### src/rtl/spi_txn_arbiter.sv
// spi_txn_arbiter: round-robin arbiter sharing one SPI master
// among three requesters, with per-transaction timeout.
module spi_txn_arbiter #(
    parameter int TIMEOUT = 40
) (
    input  logic        clk,
    input  logic        rst,
    input  logic [2:0]  req,
    input  logic [15:0] tx_data0,
    input  logic [15:0] tx_data1,
    input  logic [15:0] tx_data2,
    output logic [2:0]  gnt,
    output logic [2:0]  done,
    output logic        err,
    output logic [15:0] rx_data,
    output logic [2:0]  cs_sel,
    output logic [15:0] m_data,
    input  logic        m_done,
    input  logic [15:0] m_rx
);

    typedef enum logic [1:0] {
        IDLE,
        BUSY,
        RESP
    } state_t;

    localparam logic [7:0] TMAX = 8'(TIMEOUT - 1);

    state_t      state;
    state_t      state_nx;
    logic [1:0]  win;
    logic [1:0]  win_nx;
    logic [1:0]  last;
    logic [1:0]  last_nx;
    logic [7:0]  timer;
    logic [7:0]  timer_nx;
    logic [2:0]  gnt_nx;
    logic [2:0]  done_nx;
    logic        err_nx;
    logic [15:0] rx_nx;
    logic [15:0] md_nx;
    logic [1:0]  pick;
    logic [2:0]  oh_pick;
    logic [15:0] tx_pick;

    // Slave select is the grant itself, so it is never live outside BUSY.
    assign cs_sel = gnt;

    // Round-robin pick: search starts one past the last served index.
    always_comb begin
        pick = 2'd0;
        unique case (last)
            2'd0:    pick = req[1] ? 2'd1 : (req[2] ? 2'd2 : 2'd0);
            2'd1:    pick = req[2] ? 2'd2 : (req[0] ? 2'd0 : 2'd1);
            default: pick = req[0] ? 2'd0 : (req[1] ? 2'd1 : 2'd2);
        endcase
    end

    // Decode the winner into a one-hot grant and its write word.
    always_comb begin
        oh_pick = 3'b001 << pick;
        unique case (pick)
            2'd0:    tx_pick = tx_data0;
            2'd1:    tx_pick = tx_data1;
            default: tx_pick = tx_data2;
        endcase
    end

    // Next state and next register values; m_done beats the timeout.
    always_comb begin
        state_nx = state;
        win_nx   = win;
        last_nx  = last;
        timer_nx = timer;
        gnt_nx   = gnt;
        done_nx  = 3'b000;
        err_nx   = 1'b0;
        rx_nx    = rx_data;
        md_nx    = m_data;
        unique case (state)
            IDLE: begin
                gnt_nx = 3'b000;
                if (|req) begin
                    state_nx = BUSY;
                    win_nx   = pick;
                    gnt_nx   = oh_pick;
                    md_nx    = tx_pick;
                    timer_nx = 8'd0;
                end
            end
            BUSY: begin
                timer_nx = timer + 8'd1;
                if (m_done) begin
                    rx_nx    = m_rx;
                    done_nx  = gnt;
                    gnt_nx   = 3'b000;
                    state_nx = RESP;
                end else if (timer == TMAX) begin
                    rx_nx    = 16'h0000;
                    err_nx   = 1'b1;
                    done_nx  = gnt;
                    gnt_nx   = 3'b000;
                    state_nx = RESP;
                end
            end
            default: begin
                gnt_nx   = 3'b000;
                last_nx  = win;
                state_nx = IDLE;
            end
        endcase
    end

    // State register.
    always_ff @(posedge clk) begin
        if (rst) begin
            state <= IDLE;
        end else begin
            state <= state_nx;
        end
    end

    // Registered outputs and arbitration bookkeeping.
    always_ff @(posedge clk) begin
        if (rst) begin
            gnt     <= 3'b000;
            done    <= 3'b000;
            err     <= 1'b0;
            rx_data <= 16'h0000;
            m_data  <= 16'h0000;
            timer   <= 8'd0;
            last    <= 2'd2;
            win     <= 2'd0;
        end else begin
            gnt     <= gnt_nx;
            done    <= done_nx;
            err     <= err_nx;
            rx_data <= rx_nx;
            m_data  <= md_nx;
            timer   <= timer_nx;
            last    <= last_nx;
            win     <= win_nx;
        end
    end

endmodule

### config.mk
export PLATFORM = sky130hd
export DESIGN_NAME = spi_txn_arbiter
export DESIGN_NICKNAME = d
export VERILOG_FILES = /design/src/rtl/spi_txn_arbiter.sv
export SDC_FILE = /design/constraint.sdc
export NUM_CORES = 1
export LEC_CHECK = 0
export BUFFER_PORTS_ARGS = -buffer_cell sky130_fd_sc_hd__buf_2
export CAP_MARGIN = 20
export CORE_MARGIN = 3
export CORE_UTILIZATION = 35
export CTS_CLUSTER_SIZE = 24
export DETAILED_ROUTE_END_ITERATION = 7
export MAX_ROUTING_LAYER = met4
export PLACE_DENSITY_LB_ADDON = 0.1
export SETUP_SLACK_MARGIN = 0.02
export SYNTH_ARGS = -nofsm -noshare
export SYNTH_HDL_FRONTEND = slang
export SYNTH_SLANG_ARGS = --single-unit
### constraint.sdc
create_clock -name clk -period 3 [get_ports clk]
set_clock_uncertainty 0.15 [all_clocks]
set_input_delay 0.15 -clock clk [delete_from_list [all_inputs] [get_ports clk]]
set_output_delay 0.15 -clock clk [all_outputs]
set_load 0.01 [all_outputs]
==> results.md, run 1 <==
* Final period utilization at 85.8%
* CTS sink cnt at 53
* WP buf/inv at 1
* Setup crit start kind: register
* Avg WL per Cell at 14.0 µm
* Hold Path Origin: rst
* Nets at 477
* Cells after Synth at 256
* DRC viols at 0
* Area leader, netlist: dfxtp_1
* GRT Util Overall at 17.9%
* Worst-Margin Slew at 0.795 ns
* Slew margin rel. at 47.0%
* Register-to-Register Path Depth at 5
* Port Buffers at 111
* Hold crit path type: in2reg
* CTS max path bufs at 2
* Layout filler cell count at roughly 640
* CP arrival at 2.68 ns
* Global-route wire length before repair at roughly 11000 µm
* CP endpoint kind: register
* P_sw at about 0.48 mW
* Finished Core Util at 54.0%
* Hold Path Sink: timer[0]
* Family with the most delay on the worst path: simple AND/OR/NAND/NOR gates
* Max Cap Viol at 0
* Initial antenna violation count at 0
* Via count at 2471
* Layout cell share with drive strength beyond 1 at 33.4%
* Most common cell in the synthesized netlist: dfxtp_1
* Top cell types by occurrence after synthesis: dfxtp_1, nor2_1, o211ai_1
* CTS tree: yes
* Maximum clock rate at between 300 and 400 MHz
* Outcome: completed
* Post-CTS setup buffer count at 0
* # rows at 29
* Hold slack at 0.121 ns
* Final Max Slew Viols at 0
* RSZ-0062 raised after global routing: no
* RD Place Congestion at 0.763
* I/O pin cnt at 112
* Num CTS Buffers at 5
* Post-synthesis sequential area ratio at 44.1%
* Fin crit period at 2.57 ns
* Clock Latency Late Sink at 0.31 ns
* Largest net degree at the start of global routing at 26
* Initial Util at 37.0%
* Netlist Area Pre-Place at 2400 µm²
* DRT iter0 DRCs at 74
* Post-route cell area at 3510 µm²
* Core area at 6490 µm²
* H-tree depth at 2
* Vias/cell at 5.11
* Int Pwr at 1.14 mW
* Peak supply drop at approximately 0.21 mV
* Die area at 7900 µm²
* Routed WL at 6790 µm
* Flop-to-flop setup slack at 0.43 ns
* Antenna Nets Post-Route at 0
* Vias in the first global route at ~2400
* Post-detail-place hpwl at about 4500 µm
* Placed cells at 427
* Clock root cell: clkbuf_8
* Grt ovf at 0
* Combinational Power Share at 24.3%
* Reg2reg end: m_data[3]
* Worst r2r src: state[1]
* DR pass1 iterations at 6
* CTS resizes at 0
* Pwr dens at about 460 nW/µm²
* Critical Path Max Stage Delay at 0.57 ns
* Data required time at the worst endpoint at 3.11 ns
* Seq cells post-synth at 53
* Post-synth EDFFs at 0
* Crit Path Max Fanout at 16
* Slowest CP cell: dlygate4sd3_1
* Sum Neg Setup Slack at 0 ns
* Placed cell area at just under 3000 µm²
* Power share of the clock group at 26.1%
* Number of library cell types mapped by synthesis at 46
* Crit Path Class: reg2reg
* Critical-path cell list: nor2_1 > and2_1 > nand3b_2 > o221ai_1 > dlygate4sd3_1
* Die W at 88.9 µm
* P_leak at around 1.6 nW
* Mean Syn Cell Area at 9.39 µm²
* Layout area overhead at 45.8%
* Top cells by area, synth: dfxtp_1, o221ai_1, o211ai_1
* Sw frac at 29.5%
* Warnings, synthesis at 0
* # diodes at 0
* # setup viols final at 0
* Sequential share of power at slightly below 50%
* Syn_nets at 327
* Fin. Hold Viols at 0
* Yosys top cell area share at 44.1%
* Dominant synthesized flop cell: dfxtp_1
* Die Height at approximately 89 µm
* Hold Path Stages at 2
* Non-Filler Instances at slightly below 500
* Clock transition at the registers of the reported paths at 0.10 ns
* Ys async rst share at 0%
==> flip-flops by register name (all words and copies together) (netlist names) <==
register,count
last,2
cs_sel,3
win,2
m_data,16
timer,8
state,2
rx_data,16
err,1
done,3
==> area by class of cell <==
cell class | instances | area, µm² | share of cell area [%]
clock inverters | 3 | 25.0 | 0.714
repair buffers | 164 | 1080 | 30.7
clock buffers | 5 | 68.8 | 1.96
multi-input cells | 166 | 1120 | 31.9
flip-flops and latches | 53 | 1060 | 30.3
well taps | 77 | 96.3 | 2.75
inverters | 16 | 60.1 | 1.71
==> through the flow <==
step	power [mW]	worst slack [ns]
CTS	1.64	0.430
global route	1.72	0.254
floorplan	1.01	1.19
detailed placement	1.13	0.995
global placement	1.13	1.02
finish	1.62	0.427
==> cell usage in the layout (no fill, tap or decap), types with 2 or more instances in the layout <==
master | netlist | routed
a211o_1 | 2 | 2
a21oi_1 | 11 | 11
a21oi_2 | 2 | 2
a22o_1 | 12 | 12
a22o_2 | 4 | 4
a22oi_1 | 2 | 2
a31oi_1 | 16 | 16
and2_1 | 4 | 4
buf_2 | 3 | 111
buf_4 | 5 | 4
clkbuf_8 | 1 | 5
dfxtp_1 | 53 | 53
dlygate4sd3_1 | 0 | 49
inv_1 | 16 | 16
nand2_1 | 10 | 10
nand2b_1 | 5 | 5
nand3_1 | 6 | 6
nor2_1 | 26 | 26
nor2b_1 | 3 | 3
nor3_1 | 2 | 2
o211ai_1 | 18 | 18
o21ai_0 | 4 | 4
o221ai_1 | 16 | 16
or3_1 | 3 | 3
or4_1 | 2 | 2
==> power groups by stage <==
| stage | Sequential [mW] | Clock, mW | Combinational, mW |
|---|---|---|---|
| 2_1_floorplan | 0.839 | 0 | 0.171 |
| 4_1_cts | 0.803 | 0.444 | 0.393 |
| 3_5_place_dp | 0.819 | 0 | 0.310 |
| 6_report | 0.803 | 0.422 | 0.393 |
| 5_1_grt | 0.812 | 0.472 | 0.433 |
| 3_3_place_gp | 0.819 | 0 | 0.308 |
==> layer usage <==
metal / part of all wire [%] / vias to the layer above / global-route usage (%) / routed length, µm
met3: 5.6 / 5 / 3.96 / 379
li1: - / 1254 / - / -
met2: 49 / 67 / 30.6 / 3300
met4: 0.85 / 0 / 4.12 / 58
met1: 45 / 1145 / 21.6 / 3050
met5: 0 / - / - / 0
==> cell families after synthesis <==
kind of cell	share of synthesized area, %
flops	44.1
mux	0.884
buf+inv	9.36
simple gates	15.9
fa+ha+maj	0.520
compound gates	29.2
==> worst reg2reg max path: cells and delay by family, from the launching register on <==
kind | cells | cell delay [ns]
and+or+nand+nor | 3 | 1.09
buffers and inverters | 1 | 0.57
DFF | 1 | 0.39
AOI/OAI and AO/OA | 1 | 0.32
==> worst max-delay path by stage <==
stage | slack [ns] | cells past startpoint | start | endpoint
2_1_floorplan | 1.19 | 7 | timer[0] | rx_data[8]
3_3_place_gp | 1.02 | 4 | state[1] | m_data[13]
3_5_place_dp | 1.0 | 4 | state[1] | m_data[1]
4_1_cts | 0.43 | 5 | state[1] | m_data[10]
5_1_grt | 0.25 | 5 | state[1] | m_data[2]
6_report | 0.43 | 5 | state[1] | m_data[3]
==> what timing repair did <==
action	CTS	global route
hold endpoints to repair	33	0
endpoints found under the setup margin	0	0
hold buffers	49	0
(Power assumes the default switching activity.)
==> inputs of run 2 (changes only) <==
--- a/config.mk
+++ b/config.mk
@@ -12,7 +12,7 @@
 export CTS_CLUSTER_SIZE = 24
 export DETAILED_ROUTE_END_ITERATION = 7
 export MAX_ROUTING_LAYER = met4
-export PLACE_DENSITY_LB_ADDON = 0.1
+export PLACE_DENSITY_LB_ADDON = 0.12
 export SETUP_SLACK_MARGIN = 0.02
 export SYNTH_ARGS = -nofsm -noshare
 export SYNTH_HDL_FRONTEND = slang
==> run 2 against run 1 <==
Net effect:
- first-iteration DRC count grew 41%
- critical path depth grew 1
- via count grew 0.53%
- sequential cell count is the same
- clock power shrank 0.9%
- die area is the same
- sequential power is essentially flat
- setup slack lost 0.14 ns
- count of clock-buffer cells in the layout is the same
- register-to-register slack lost 0.14 ns
- global-route usage shrank 0.13 points
- largest cell class unchanged
- highest routed layer unchanged
==> results.md, run 2 (synthesized netlist as in run 1, its figures left out) <==
* Power share of the clock group at 26.1%
* Post-route cell area at roughly 3400 µm²
* Vias in the first global route at 2276
* CTS max path bufs at 2
* Hold crit path type: in2reg
* Setup crit start kind: register
* Grt ovf at 0
* Flop-to-flop setup slack at 0.29 ns
* Peak supply drop at 0.231 mV
* Largest regs: m_data x16, rx_data x16, timer x8
* Hold slack at 0.00150 ns
* Routed WL at 7220 µm
* FF+latch area at about 1100 µm²
* Commonest non-fill, non-tap cell in the layout: buf_2
* Data required time at the worst endpoint at 3.10 ns
* # diodes at 0
* Die W at 88.9 µm
* P_sw at 0.479 mW
* Die Height at 88.9 µm
* Core area at 6490 µm²
* Fin. Hold Viols at 0
* DRT iter0 DRCs at ~100
* Port Buffers at 111
* Post-detail-place hpwl at roughly 4800 µm
* Clock Latency Late Sink at 0.30 ns
* Via count at 2484
* Antenna Nets Post-Route at 0
* Initial Util at 37.0%
* Critical Path Max Stage Delay at 0.58 ns
* Family with the most delay on the worst path: buffers and inverters
* Num CTS Buffers at 5
* Pwr dens at 465 nW/µm²
* Outcome: completed
* Die area at around 8000 µm²
* CP endpoint kind: register
* Sequential share of power at 50.2%
* Layout area overhead at 43.3%
* P_leak at roughly 1.6 nW
* Clock root cell: clkbuf_8
* RD Place Congestion at 0.805
* # rows at 29
* Critical-path cell list: nor2_1 > and2_1 > buf_4 > nand3b_4 > o221ai_1 > dlygate4sd3_1
* Global-route wire length before repair at 10800 µm
* Avg WL per Cell at 15.1 µm
* Layout filler cell count at 631
* DRC viols at 0
* Largest net degree at the start of global routing at 28
* CTS sink cnt at 53
* Final Max Slew Viols at 0
* CP arrival at 2.82 ns
* Crit Path Class: reg2reg
* Slew margin rel. at 46.9%
* Commonest cells after routing, fill and taps aside: buf_2, dfxtp_1, dlygate4sd3_1, nor2_1, o211ai_1
* GRT Util Overall at 17.8%
* Final period utilization at 90.4%
* Sw frac at 29.9%
* Fin crit period at about 2.7 ns
* Clock transition at the registers of the reported paths at 0.10 ns
* DR pass1 iterations at 4
* # setup viols final at 0
* CTS tree: yes
* Int Pwr at 1.12 mW
* Maximum clock rate at 369 MHz
* WP buf/inv at 2
* RSZ-0062 raised after global routing: no
* Combinational Power Share at 23.7%
* Layout cell share with drive strength beyond 1 at between 30% and 40%
* Placed cell area at 2910 µm²
* Crit Path Max Fanout at 27
* Area of the multi-input gates at 1130 µm²
* Sum Neg Setup Slack at 0 ns
* Vias/cell at 5.21
* Initial antenna violation count at 0
* I/O pin cnt at 112
* Worst-Margin Slew at 0.797 ns
* Max Cap Viol at 0
* H-tree depth at 2
* Nets at 470
* Slowest CP cell: dlygate4sd3_1
run 2: changes by cell type in the layout (fill, tap and decap cells not counted), sizes merged:
cell         previous run  this run
dlygate4sd3            49        43
buf                   115       114
run 2: layout make-up:
class                      instances  area share (%)
timing repair buffer             157            29.3
sequential                        53            30.8
tap                               77            2.79
multi-input combinational        166            32.7
clock buffer                       5            2.00
inverter                          16            1.74
clock inverter                     3           0.726
run 2: per-layer routing:
| layer | share of wire (%) | up-vias | GRT usage [%] |
|---|---|---|---|
| met5 | 0 | - | - |
| met4 | 0.94 | 0 | 4.12 |
| met3 | 5.6 | 9 | 2.95 |
| met2 | 47 | 78 | 29.0 |
| met1 | 47 | 1163 | 23.2 |
| li1 | - | 1234 | - |
run 2: path summary, 6_finish.rpt:
kind	from	to	cells past startpoint
worst max-delay path	state[1]	m_data[14]	6
worst min-delay path	tx_data1[10]	m_data[10]	3
worst max register to register	state[1]	m_data[14]	6
worst min register to register	win[1]	win[1]	2
run 2: worst register-to-register path: stages (launching register included):
cell           delay [ns]
dfxtp_1              0.40
nor2_1               0.22
and2_1               0.41
buf_4                0.38
nand3b_4             0.26
o221ai_1             0.26
dlygate4sd3_1        0.58
run 2: timing repair:
item,in CTS,in global routing
setup endpoints to repair,0,9
hold buffers,43,0
hold endpoints to repair,33,0
gates resized for setup,0,1
setup buffers,0,0
run 2: power by group through the flow:
| stage | Combinational (mW) | Sequential, mW | Clock [mW] |
|---|---|---|---|
| global placement | 0.307 | 0.819 | 0 |
| detailed placement | 0.309 | 0.820 | 0 |
| finish | 0.380 | 0.804 | 0.418 |
| floorplan | 0.171 | 0.839 | 0 |
| CTS | 0.375 | 0.804 | 0.432 |
| global route | 0.413 | 0.811 | 0.463 |
run 2: metrics by stage:
| stage | util (%) | power, mW | worst slack [ns] | instances |
|---|---|---|---|---|
| 4_1_cts | 52.9 | 1.61 | 0.172 | 477 |
| 3_5_place_dp | 44.9 | 1.13 | 0.733 | 426 |
| 3_3_place_gp | 44.9 | 1.13 | 0.762 | 426 |
| 2_1_floorplan | - | 1.01 | 1.19 | 256 |
| 5_1_grt | 53.1 | 1.69 | 0.118 | 477 |
| 6_report | 53.1 | 1.60 | 0.287 | 477 |
